## config.mk

```make
export PLATFORM = sky130hd
export DESIGN_NAME = mig_tt_sweep
export DESIGN_NICKNAME = d
export VERILOG_FILES = /design/src/rtl/mig_tt_sweep.sv
export SDC_FILE = /design/constraint.sdc
export NUM_CORES = 1
export LEC_CHECK = 0
export CORE_ASPECT_RATIO = 1.1
export CORE_MARGIN = 2
export CORE_UTILIZATION = 61
export DETAILED_ROUTE_END_ITERATION = 12
export PLACE_DENSITY = 0.85
export SETUP_SLACK_MARGIN = 0.02
export SLEW_MARGIN = 20
export SYNTH_ARGS = -nofsm -noshare
export SYNTH_HDL_FRONTEND = slang
export SYNTH_SLANG_ARGS = --single-unit
```

## constraint.sdc

```tcl
create_clock -name clk -period 3.85 [get_ports clk]
set_input_delay 0.77 -clock clk [delete_from_list [all_inputs] [get_ports clk]]
set_output_delay 0.77 -clock clk [all_outputs]
set_load 0.02 [all_outputs]
```

## src/rtl/mig_tt_sweep.sv

```systemverilog
// Programmable majority-inverter-graph evaluator that sweeps all 2^N_IN input patterns and streams the truth table.
// Define MIG_TT_POPCOUNT_EN to add the ones_cnt output (count of accepted 1 bits).
module mig_tt_sweep #(
  parameter int N_IN    = 7,
  parameter int N_NODES = 8,
  parameter int SEL_W   = $clog2(N_IN + N_NODES + 1),
  localparam int AW     = $clog2(N_NODES),
  localparam int NW     = $clog2(N_NODES + 1),
  localparam int PW     = 3 * (SEL_W + 1)
) (
  input  logic             clk,
  input  logic             rst,
  input  logic             prog_we,
  input  logic [AW-1:0]    prog_addr,
  input  logic [PW-1:0]    prog_data,
  input  logic [NW-1:0]    num_nodes,
  input  logic [SEL_W-1:0] out_sel,
  input  logic             out_inv,
  input  logic             start,
  output logic             busy,
  output logic             tt_valid,
  input  logic             tt_ready,
  output logic             tt_bit,
  output logic [N_IN-1:0]  tt_index,
  output logic             done
`ifdef MIG_TT_POPCOUNT_EN
  ,
  output logic [N_IN:0]    ones_cnt
`endif
);

  typedef enum logic [1:0] {IDLE, EVAL, EMIT, DONE} state_t;

  state_t             state_reg;
  logic [PW-1:0]      prog_mem [N_NODES];
  logic [N_NODES-1:0] node_reg;
  logic [N_IN-1:0]    pattern_reg;
  logic [NW-1:0]      node_cnt_reg;
  logic [NW-1:0]      nn_reg;
  logic [SEL_W-1:0]   out_sel_reg;
  logic               out_inv_reg;

  logic [PW-1:0]      cur_prog;
  logic [2:0]         op_val;
  logic               maj_val;
  logic               out_val;
  logic [NW-1:0]      nn_clamp;
  logic               last_node;
  logic               last_pat;

  // Only nodes below 'limit' are valid sources; anything else (forward, self, out of range) reads 0.
  function automatic logic operand(input logic [SEL_W-1:0] sel, input logic [N_IN-1:0] pat,
                                   input logic [N_NODES-1:0] nodes, input logic [NW-1:0] limit);
    logic v;
    v = 1'b0;
    for (int j = 0; j < N_IN; j++)
      if (int'(sel) == j + 1) v = pat[j];
    for (int k = 0; k < N_NODES; k++)
      if (int'(sel) == N_IN + 1 + k && k < int'(limit)) v = nodes[k];
    return v;
  endfunction

  assign cur_prog = prog_mem[node_cnt_reg[AW-1:0]];

  genvar gi;
  generate
    for (gi = 0; gi < 3; gi++) begin : g_op
      assign op_val[gi] = operand(cur_prog[gi*(SEL_W+1) +: SEL_W], pattern_reg, node_reg, node_cnt_reg)
                          ^ cur_prog[gi*(SEL_W+1) + SEL_W];
    end
  endgenerate

  assign maj_val   = (op_val[0] & op_val[1]) | (op_val[0] & op_val[2]) | (op_val[1] & op_val[2]);
  assign out_val   = operand(out_sel_reg, pattern_reg, node_reg, nn_reg) ^ out_inv_reg;
  assign nn_clamp  = (num_nodes > NW'(N_NODES)) ? NW'(N_NODES) : num_nodes;
  assign last_node = (node_cnt_reg == nn_reg - NW'(1));
  assign last_pat  = &pattern_reg;

  always_ff @(posedge clk) begin
    if (rst) begin
      state_reg    <= IDLE;
      node_reg     <= '0;
      pattern_reg  <= '0;
      node_cnt_reg <= '0;
      nn_reg       <= '0;
      out_sel_reg  <= '0;
      out_inv_reg  <= 1'b0;
      for (int i = 0; i < N_NODES; i++) prog_mem[i] <= '0;
    end else begin
      case (state_reg)
        IDLE: begin
          if (prog_we) prog_mem[prog_addr] <= prog_data;
          if (start) begin
            nn_reg       <= nn_clamp;
            out_sel_reg  <= out_sel;
            out_inv_reg  <= out_inv;
            pattern_reg  <= '0;
            node_cnt_reg <= '0;
            state_reg    <= (nn_clamp == '0) ? EMIT : EVAL;
          end
        end
        EVAL: begin
          node_reg[node_cnt_reg[AW-1:0]] <= maj_val;
          if (last_node) begin
            node_cnt_reg <= '0;
            state_reg    <= EMIT;
          end else begin
            node_cnt_reg <= node_cnt_reg + NW'(1);
          end
        end
        EMIT: begin
          if (tt_ready) begin
            if (last_pat) begin
              state_reg <= DONE;
            end else begin
              pattern_reg <= pattern_reg + N_IN'(1);
              state_reg   <= (nn_reg == '0) ? EMIT : EVAL;
            end
          end
        end
        default: state_reg <= IDLE;
      endcase
    end
  end

  // Outputs decode straight from registered state, so they hold steady through a stall.
  assign busy     = (state_reg != IDLE);
  assign tt_valid = (state_reg == EMIT);
  assign tt_bit   = tt_valid & out_val;
  assign tt_index = pattern_reg;
  assign done     = (state_reg == DONE);

`ifdef MIG_TT_POPCOUNT_EN
  logic [N_IN:0] ones_cnt_reg;

  always_ff @(posedge clk) begin
    if (rst)
      ones_cnt_reg <= '0;
    else if (state_reg == IDLE && start)
      ones_cnt_reg <= '0;
    else if (state_reg == EMIT && tt_ready && out_val)
      ones_cnt_reg <= ones_cnt_reg + (N_IN+1)'(1);
  end

  assign ones_cnt = ones_cnt_reg;
`endif

endmodule

```

==> impl_results.md, run 1 <==
* Measured slew at the worst slew-check pin at 648 ps
* Synth cell types at 64
* Setup-failing EPs final at 0
* TritonCTS clock tree: done
* H-tree Lvls at 4
* Outcome: finished clean
* Tot GR Track Use at 28.0%
* Die X at 115 um
* Fin worst setup slack at 228 ps
* Final Hold Fails at 0
* Filler cells at 917
* Clock Pin Slew Worst Setup and Hold Paths at 60 ps
* Post-Syn Area at 8230 um2
* Gpl congestion at 0.942
* Clk Tree Root Cell: clkbuf_16
* Setup TNS at 0 ps
* Fin crit share at 94.1%
* Vias per inst at 6.30
* CP max FO at 6
* DP Worst Slack at 187 ps
* Total CTS buffers at 17
* Clock sinks at 153
* Synthesized netlist net count at 721
* Critical path data arrival time at 2850 ps
* Top FF cell, synth: edfxtp_1
* Mean cell area of the mapped netlist at 12.1 um2
* Initial cell density of the core at 62.3%
* Layout cells sized above 1 at 13.0%
* Leak Pwr at 3.36 nW
* Pin count of the biggest net entering global routing at 35
* Seq. cell area at 4270 um2
* Hold WC Path Type: reg -> reg
* Worst skew pair latency at 430 ps
* Die H at 126 um
* Grt ovf at 0
* Post-synth EDFFs at 120
* Normalized max-slew margin at 56.3%
* Maximum VDD drop at 273 uV
* Initial antenna violation count at 0
* CORE AREA at 13200 um2
* Synth Register Bits at 153
* Detailed Route WL at 18900 um
* Hold_ws at 495 ps
* Largest register FFs at 120
* Layout Skew at 6.40 ps
* Clk buf depth at 2
* Port Buffers at 42
* Layout area overhead at 13.0%
* Setup Buffers After CTS at 0
* Fmax at 276 MHz
* DP HPWL at 12600 um
* ANT cells at 0
* Cell area power density at 449 nW/um2
* Minimum clock period at 3620 ps
* Max_cap viols at 0
* DRC viols at 0
* WP data required at 3080 ps
* RSZ-0062 raised after global routing: no
* Reg2reg setup slack at 390 ps
* Sequential fraction of the synthesis area at 51.8%
* Rows at 44
* CP Launch Type: flip-flop
* Area of the multi-input gates at 3630 um2
* Synth warn at 0
* ANT nets after route at 0
* Crit. End Element: output pin
* Drt first pass iters at 5
* Mapped Cells at 683
* Slew Viols, Final at 0
* Vias at 5669
* Die Area at 14400 um2
* Io pins at 43
* Post-synth ARST share at 0%
* First-pass GRT wire length at 30200 um
* Layout Utilization at 70.4%
* Setup Crit Path Kind: reg -> out
* Number of global-route vias before repair at 5605
* Nets at 764
* 1st-iter DRT viols at 386
* Routed wire per std cell at 21.1 um
==> kinds of logic after synthesis <==
| logic type | Yosys count | synth area share [%] |
|---|---|---|
| DFF | 153 | 51.8 |
| adders and majority gates | 7 | 1.08 |
| muxes | 74 | 14.1 |
| and+or+nand+nor | 289 | 19.2 |
| AOI/OAI and AO/OA | 95 | 8.28 |
| xor gates and xnor gates | 14 | 1.49 |
| buffers and inverters | 51 | 4.13 |
==> cell type report <==
class / instances / share of cell area (%)
Clock inverter: 13 / 1.55
Timing Repair Buffer: 61 / 6.19
Sequential cell: 153 / 45.9
Clock buffer: 19 / 4.65
Multi-Input combinational cell: 479 / 39.0
Inverter: 14 / 0.565
Tap cell: 161 / 2.17
==> power breakdown <==
group          leakage (nW)  internal [mW]  switching [mW]
sequential             1.51           1.86          0.0677
clock                 0.272          0.958           0.667
combinational          1.57          0.267           0.358
total                  3.36           3.09            1.09
==> final timing paths <==
| check | from | end | cells after the start |
|---|---|---|---|
| hold / removal | out_inv_reg | out_inv_reg | 2 |
| setup reg to reg | flip-flop | node_reg[0] | 10 |
| setup / recovery | nn_reg[0] | tt_bit | 10 |
| hold reg to reg | out_inv_reg | out_inv_reg | 2 |
==> critical path: stages (launching register included) <==
cell	delay, ps
dfxtp_1	450
inv_1	80
ha_1	270
a2111o_1	380
a21oi_1	130
a41oi_1	60
o21ai_0	110
a211oi_1	90
xor2_1	160
nor2_1	100
clkdlybuf4s50_1	600
==> cell usage after synthesis (4+ instances only) <==
library cell / n / area, um2
and2_1: 125 / 782
edfxtp_1: 120 / 3600
nor2_1: 50 / 188
mux2i_1: 38 / 380
nand2_1: 38 / 143
dfxtp_1: 33 / 661
a21oi_1: 31 / 155
clkbuf_1: 21 / 78.8
inv_1: 14 / 52.6
mux4_1: 14 / 368
mux4_2: 13 / 293
nand3_1: 13 / 65.1
o21ai_0: 13 / 65.1
nand2b_1: 11 / 68.8
or2_2: 10 / 62.6
a211oi_1: 9 / 67.6
nor2b_1: 9 / 56.3
nor3_1: 9 / 45.0
xor2_1: 9 / 78.8
a211oi_2: 8 / 100
a22oi_1: 8 / 60.1
ha_1: 6 / 75.1
mux2_2: 6 / 67.6
nand3b_1: 6 / 45.0
buf_6: 5 / 56.3
xnor2_1: 5 / 43.8
nand4_1: 4 / 25.0
==> through the flow <==
stage | area (um2) | power [mW] | std cells
2_1_floorplan | 8230 | 2.39 | 683
3_3_place_gp | 8720 | 2.55 | 868
3_5_place_dp | 8720 | 2.58 | 868
4_1_cts | 9300 | 4.19 | 900
5_1_grt | 9300 | 4.33 | 900
6_report | 9300 | 4.18 | 900
==> cells in the final DEF, fill, tap and decap left out, types with 3 or more instances in the layout <==
cell type        instances
and2_1                 125
edfxtp_1               120
nor2_1                  50
clkdlybuf4s50_1         42
nand2_1                 38
mux2i_1                 38
a21oi_1                 31
dfxtp_1                 30
buf_4                   18
clkbuf_16               17
inv_1                   14
mux4_1                  14
o21ai_0                 13
mux4_2                  13
nand3_1                 13
nand2b_1                11
or2_2                   10
nor3_1                   9
a211oi_1                 9
xor2_1                   9
nor2b_1                  9
a22oi_1                  8
a211oi_2                 8
nand3b_1                 6
mux2_2                   6
ha_1                     6
xnor2_1                  5
nand4_1                  4
nor4_1                   3
a31oi_1                  3
a2111o_1                 3
and3_1                   3
a21o_1                   3
dfxtp_2                  3
clkinvlp_4               3
inv_6                    3
clkinv_4                 3
==> routing by layer <==
layer	global-route usage (%)	vias to the layer above	share of wire (%)
met5	0	-	0
met4	13.1	0	3.8
met3	5.58	59	6.3
met2	47.7	243	51
met1	34.1	2770	39
li1	-	2597	-
==> timing repair <==
action                     4_1_cts  5_1_grt
setup endpoints to repair        0        9
hold endpoints to repair         0        0
gates resized for setup          0        3
hold buffers                     0        0
(Power assumes the default switching activity.)
==> inputs of run 2 (changes only) <==
--- a/config.mk
+++ b/config.mk
@@ -5,6 +5,7 @@
 export SDC_FILE = /design/constraint.sdc
 export NUM_CORES = 1
 export LEC_CHECK = 0
+export ABC_AREA = 1
 export CORE_ASPECT_RATIO = 1.1
 export CORE_MARGIN = 2
 export CORE_UTILIZATION = 61
==> impl_results.md, run 2 <==
* Synth cell types at 44 (was 64)
* ANT cells at 0 (unchanged)
* Mean cell area of the mapped netlist at 7.99 um2 (was 12.1 um2)
* Most frequent cell after synthesis: nand2_1 (was and2_1)
* CTS-repair resized insts at 0 (unchanged)
* Worst r2r path cells at 20 (was 10)
* CP Launch Type: flip-flop (unchanged)
* Switching portion of total power at 32.6% (was 26.1%)
* TritonCTS clock tree: done (unchanged)
* Post-synth top area share at 43.9% (was 43.8%)
* ANT nets after route at 0 (unchanged)
* Post-synth top cells: nand2_1, nor2_1, inv_1 (was and2_1, edfxtp_1, nor2_1)
* Hold Crit Depth at 2 (unchanged)
* Layout Skew at 9.33 ps (was 6.40 ps)
* Total CTS buffers at 17 (unchanged)
* Detailed Route WL at 22200 um (was 18900 um)
* Fin crit share at 89.7% (was 94.1%)
* Setup Buffers After CTS at 0 (unchanged)
* Tot GR Track Use at 32.0% (was 28.0%)
* Layout cells sized above 1 at 7.73% (was 13.0%)
* Setup TNS at 0 ps (unchanged)
* Leak Pwr at 3.99 nW (was 3.36 nW)
* Fmax at 290 MHz (was 276 MHz)
* Hold WC Path Type: reg -> reg (unchanged)
* Critical Path Slowest Stage Cell: dfxtp_1 (was clkdlybuf4s50_1)
* Critical Path Stages at 16 (was 10)
* Die Area at 14400 um2 (about the same)
* Max_cap viols at 0 (unchanged)
* Psw at 1.49 mW (was 1.09 mW)
* WL met3 at 1980 um (was 1200 um)
* Most frequent cells in the layout: nand2_1, nor2_1, inv_1 (was and2_1, edfxtp_1, nor2_1)
* DP HPWL at 14800 um (was 12600 um)
* Layout Utilization at 70.9% (was 70.4%)
* Most common cell after layout, fill and taps aside: nand2_1 (was and2_1)
* First-pass GRT wire length at 35000 um (was 30200 um)
* Synthesized netlist net count at 1066 (was 721)
* Outcome: finished clean (unchanged)
* Crit. End Element: output pin (unchanged)
* Measured slew at the worst slew-check pin at 898 ps (was 648 ps)
* Post-Syn Area at 8220 um2 (was 8230 um2)
* Clk buf depth at 2 (unchanged)
* Synth top area cells: edfxtp_1, nand2_1, nor2_1 (was edfxtp_1, and2_1, dfxtp_1)
* Slew Viols, Final at 0 (unchanged)
* Int Pwr at 3.08 mW (was 3.09 mW)
* Die X at 115 um (about the same)
* Vias at 7207 (was 5669)
* H-tree Lvls at 4 (unchanged)
* WP data required at 3080 ps (about the same)
* Layout area overhead at 13.5% (was 13.0%)
* Critical path data arrival time at 2680 ps (was 2850 ps)
* Setup-failing EPs final at 0 (unchanged)
* Gpl congestion at 0.980 (was 0.942)
* Final Hold Fails at 0 (unchanged)
* Normalized max-slew margin at 40.1% (was 56.3%)
* CP Buf/Inv Count at 4 (was 2)
* Hold_ws at 529 ps (was 495 ps)
* Yosys top cell by area: edfxtp_1 (unchanged)
* Largest register FFs at 120 (unchanged)
* Synth warn at 0 (unchanged)
* Grt ovf at 0 (unchanged)
* Maximum VDD drop at 314 uV (was 273 uV)
* Initial antenna violation count at 0 (unchanged)
* Vias per inst at 5.78 (was 6.30)
* Die H at 126 um (about the same)
* Met1 wire length at 8470 um (was 7410 um)
* Post-synth ARST share at 0% (unchanged)
* Initial cell density of the core at 62.4% (was 62.3%)
* DRC viols at 0 (unchanged)
* Synth Register Bits at 153 (unchanged)
* CP max FO at 4 (was 6)
* Worst skew pair latency at 430 ps (about the same)
* Cell area power density at 490 nW/um2 (was 449 nW/um2)
* Clk Tree Root Cell: clkbuf_16 (unchanged)
* Port Buffers at 42 (unchanged)
* RSZ-0062 raised after global routing: no (unchanged)
* Top Layer Used: met4 (unchanged)
* Post-synth EDFFs at 120 (unchanged)
* CORE AREA at 13200 um2 (about the same)
* Pin count of the biggest net entering global routing at 61 (was 35)
* Clock Pin Slew Worst Setup and Hold Paths at 60 ps (about the same)
* Rows at 44 (unchanged)
* Nets at 1115 (was 764)
* Setup Crit Path Kind: reg -> out (unchanged)
* Minimum clock period at 3450 ps (was 3620 ps)
* 1st-iter DRT viols at 756 (was 386)
* Routed wire per std cell at 17.8 um (was 21.1 um)
* Clock sinks at 153 (unchanged)
* Mapped Cells at 1028 (was 683)
* Sequential fraction of the synthesis area at 51.9% (was 51.8%)
* Crit path cell chain: inv_1 > ha_1 > inv_1 > nor2_1 > inv_1 > nand3_1 > nand3_1 > a31oi_1 > o21ai_0 > o21a_1 > o31ai_1 > nand4_1 > nand3_1 > nand2_1 > nor2_1 > dlymetal6s2s_1 (was inv_1 > ha_1 > a2111o_1 > a21oi_1 > a41oi_1 > o21ai_0 > a211oi_1 > xor2_1 > nor2_1 > clkdlybuf4s50_1)
* Top FF cell, synth: edfxtp_1 (unchanged)
* Io pins at 43 (unchanged)
* Drt first pass iters at 5 (unchanged)
* Number of global-route vias before repair at 6997 (was 5605)
* Top delay family on crit path: simple AND/OR/NAND/NOR gates (was compound AO/OA/AOI/OAI gates)
* Comb power frac at 24.3% (was 14.9%)
* Clock network fraction of total power at 33.0% (was 38.9%)
* Post-CTS Hold Buffers at 0 (unchanged)
* Sequential share of power at 42.8% (was 46.2%)
* Met2 wire length at 11000 um (was 9620 um)
* Slowest stage delay, CP at 340 ps (was 600 ps)
-- run 2: cell count changes after synthesis, moves of 22 or more --
| cell | previous run | this run |
|---|---|---|
| nand2_1 | 38 | 237 |
| nand3_1 | 13 | 76 |
| inv_1 | 14 | 129 |
| and2_1 | 125 | 0 |
| mux2i_1 | 38 | 0 |
| o21ai_0 | 13 | 35 |
| nor2_1 | 50 | 218 |
-- run 2: area by class of cell --
| cell class | instances | area (um2) |
|---|---|---|
| well taps | 161 | 201 |
| clock buffers | 19 | 433 |
| repair buffers | 66 | 603 |
| flip-flops and latches | 153 | 4270 |
| clock inverters | 9 | 81.3 |
| fillers | 1035 | 3830 |
| multi-input cells | 704 | 3230 |
| inverters | 135 | 509 |
-- run 2: per-stage QoR --
step           setup slack [ps]  instances  power, mW  cell area (um2)
3_5_place_dp                490       1219       3.07             8810
3_3_place_gp                542       1219       3.05             8810
6_report                    397       1247       4.57             9330
2_1_floorplan              1080       1028       2.77             8220
4_1_cts                    30.1       1247       4.55             9320
5_1_grt                    74.2       1247       4.77             9330
-- run 2: logic make-up after synthesis --
kind of cell | share of synthesized area (%)
and+or+nand+nor | 29.4
buffers and inverters | 8.76
DFF | 51.9
AOI/OAI and AO/OA | 8.48
adders and majority gates | 0.914
xor gates and xnor gates | 0.533
-- run 2: per-layer routing --
metal / global-route usage, % / up-vias
met2: 55.2 / 346
met1: 39.0 / 3356
li1: - / 3443
met4: 13.6 / 0
met3: 6.26 / 62
met5: 0 / -
-- run 2: path summary, 6_finish.rpt --
check	end	slack (ps)	from
worst max register to register	node_reg[4]	890	flip-flop
worst max-delay path	tt_bit	400	nn_reg[0]
worst min register to register	out_sel_reg[3]	530	out_sel_reg[3]
worst min-delay path	out_sel_reg[3]	530	out_sel_reg[3]
-- run 2: power by group through the flow --
stage | combinational, mW | sequential [mW] | clock, mW
floorplan | 0.814 | 1.96 | 0
global placement | 1.06 | 1.98 | 0
detailed placement | 1.09 | 1.99 | 0
CTS | 1.09 | 1.95 | 1.50
global route | 1.23 | 1.97 | 1.57
finish | 1.11 | 1.96 | 1.51
-- run 2: tightest hold or removal path, cell delays in order (launching register included) --
cell and delay [ps]:
dfxtp_1 330, inv_1 90, a21oi_1 70
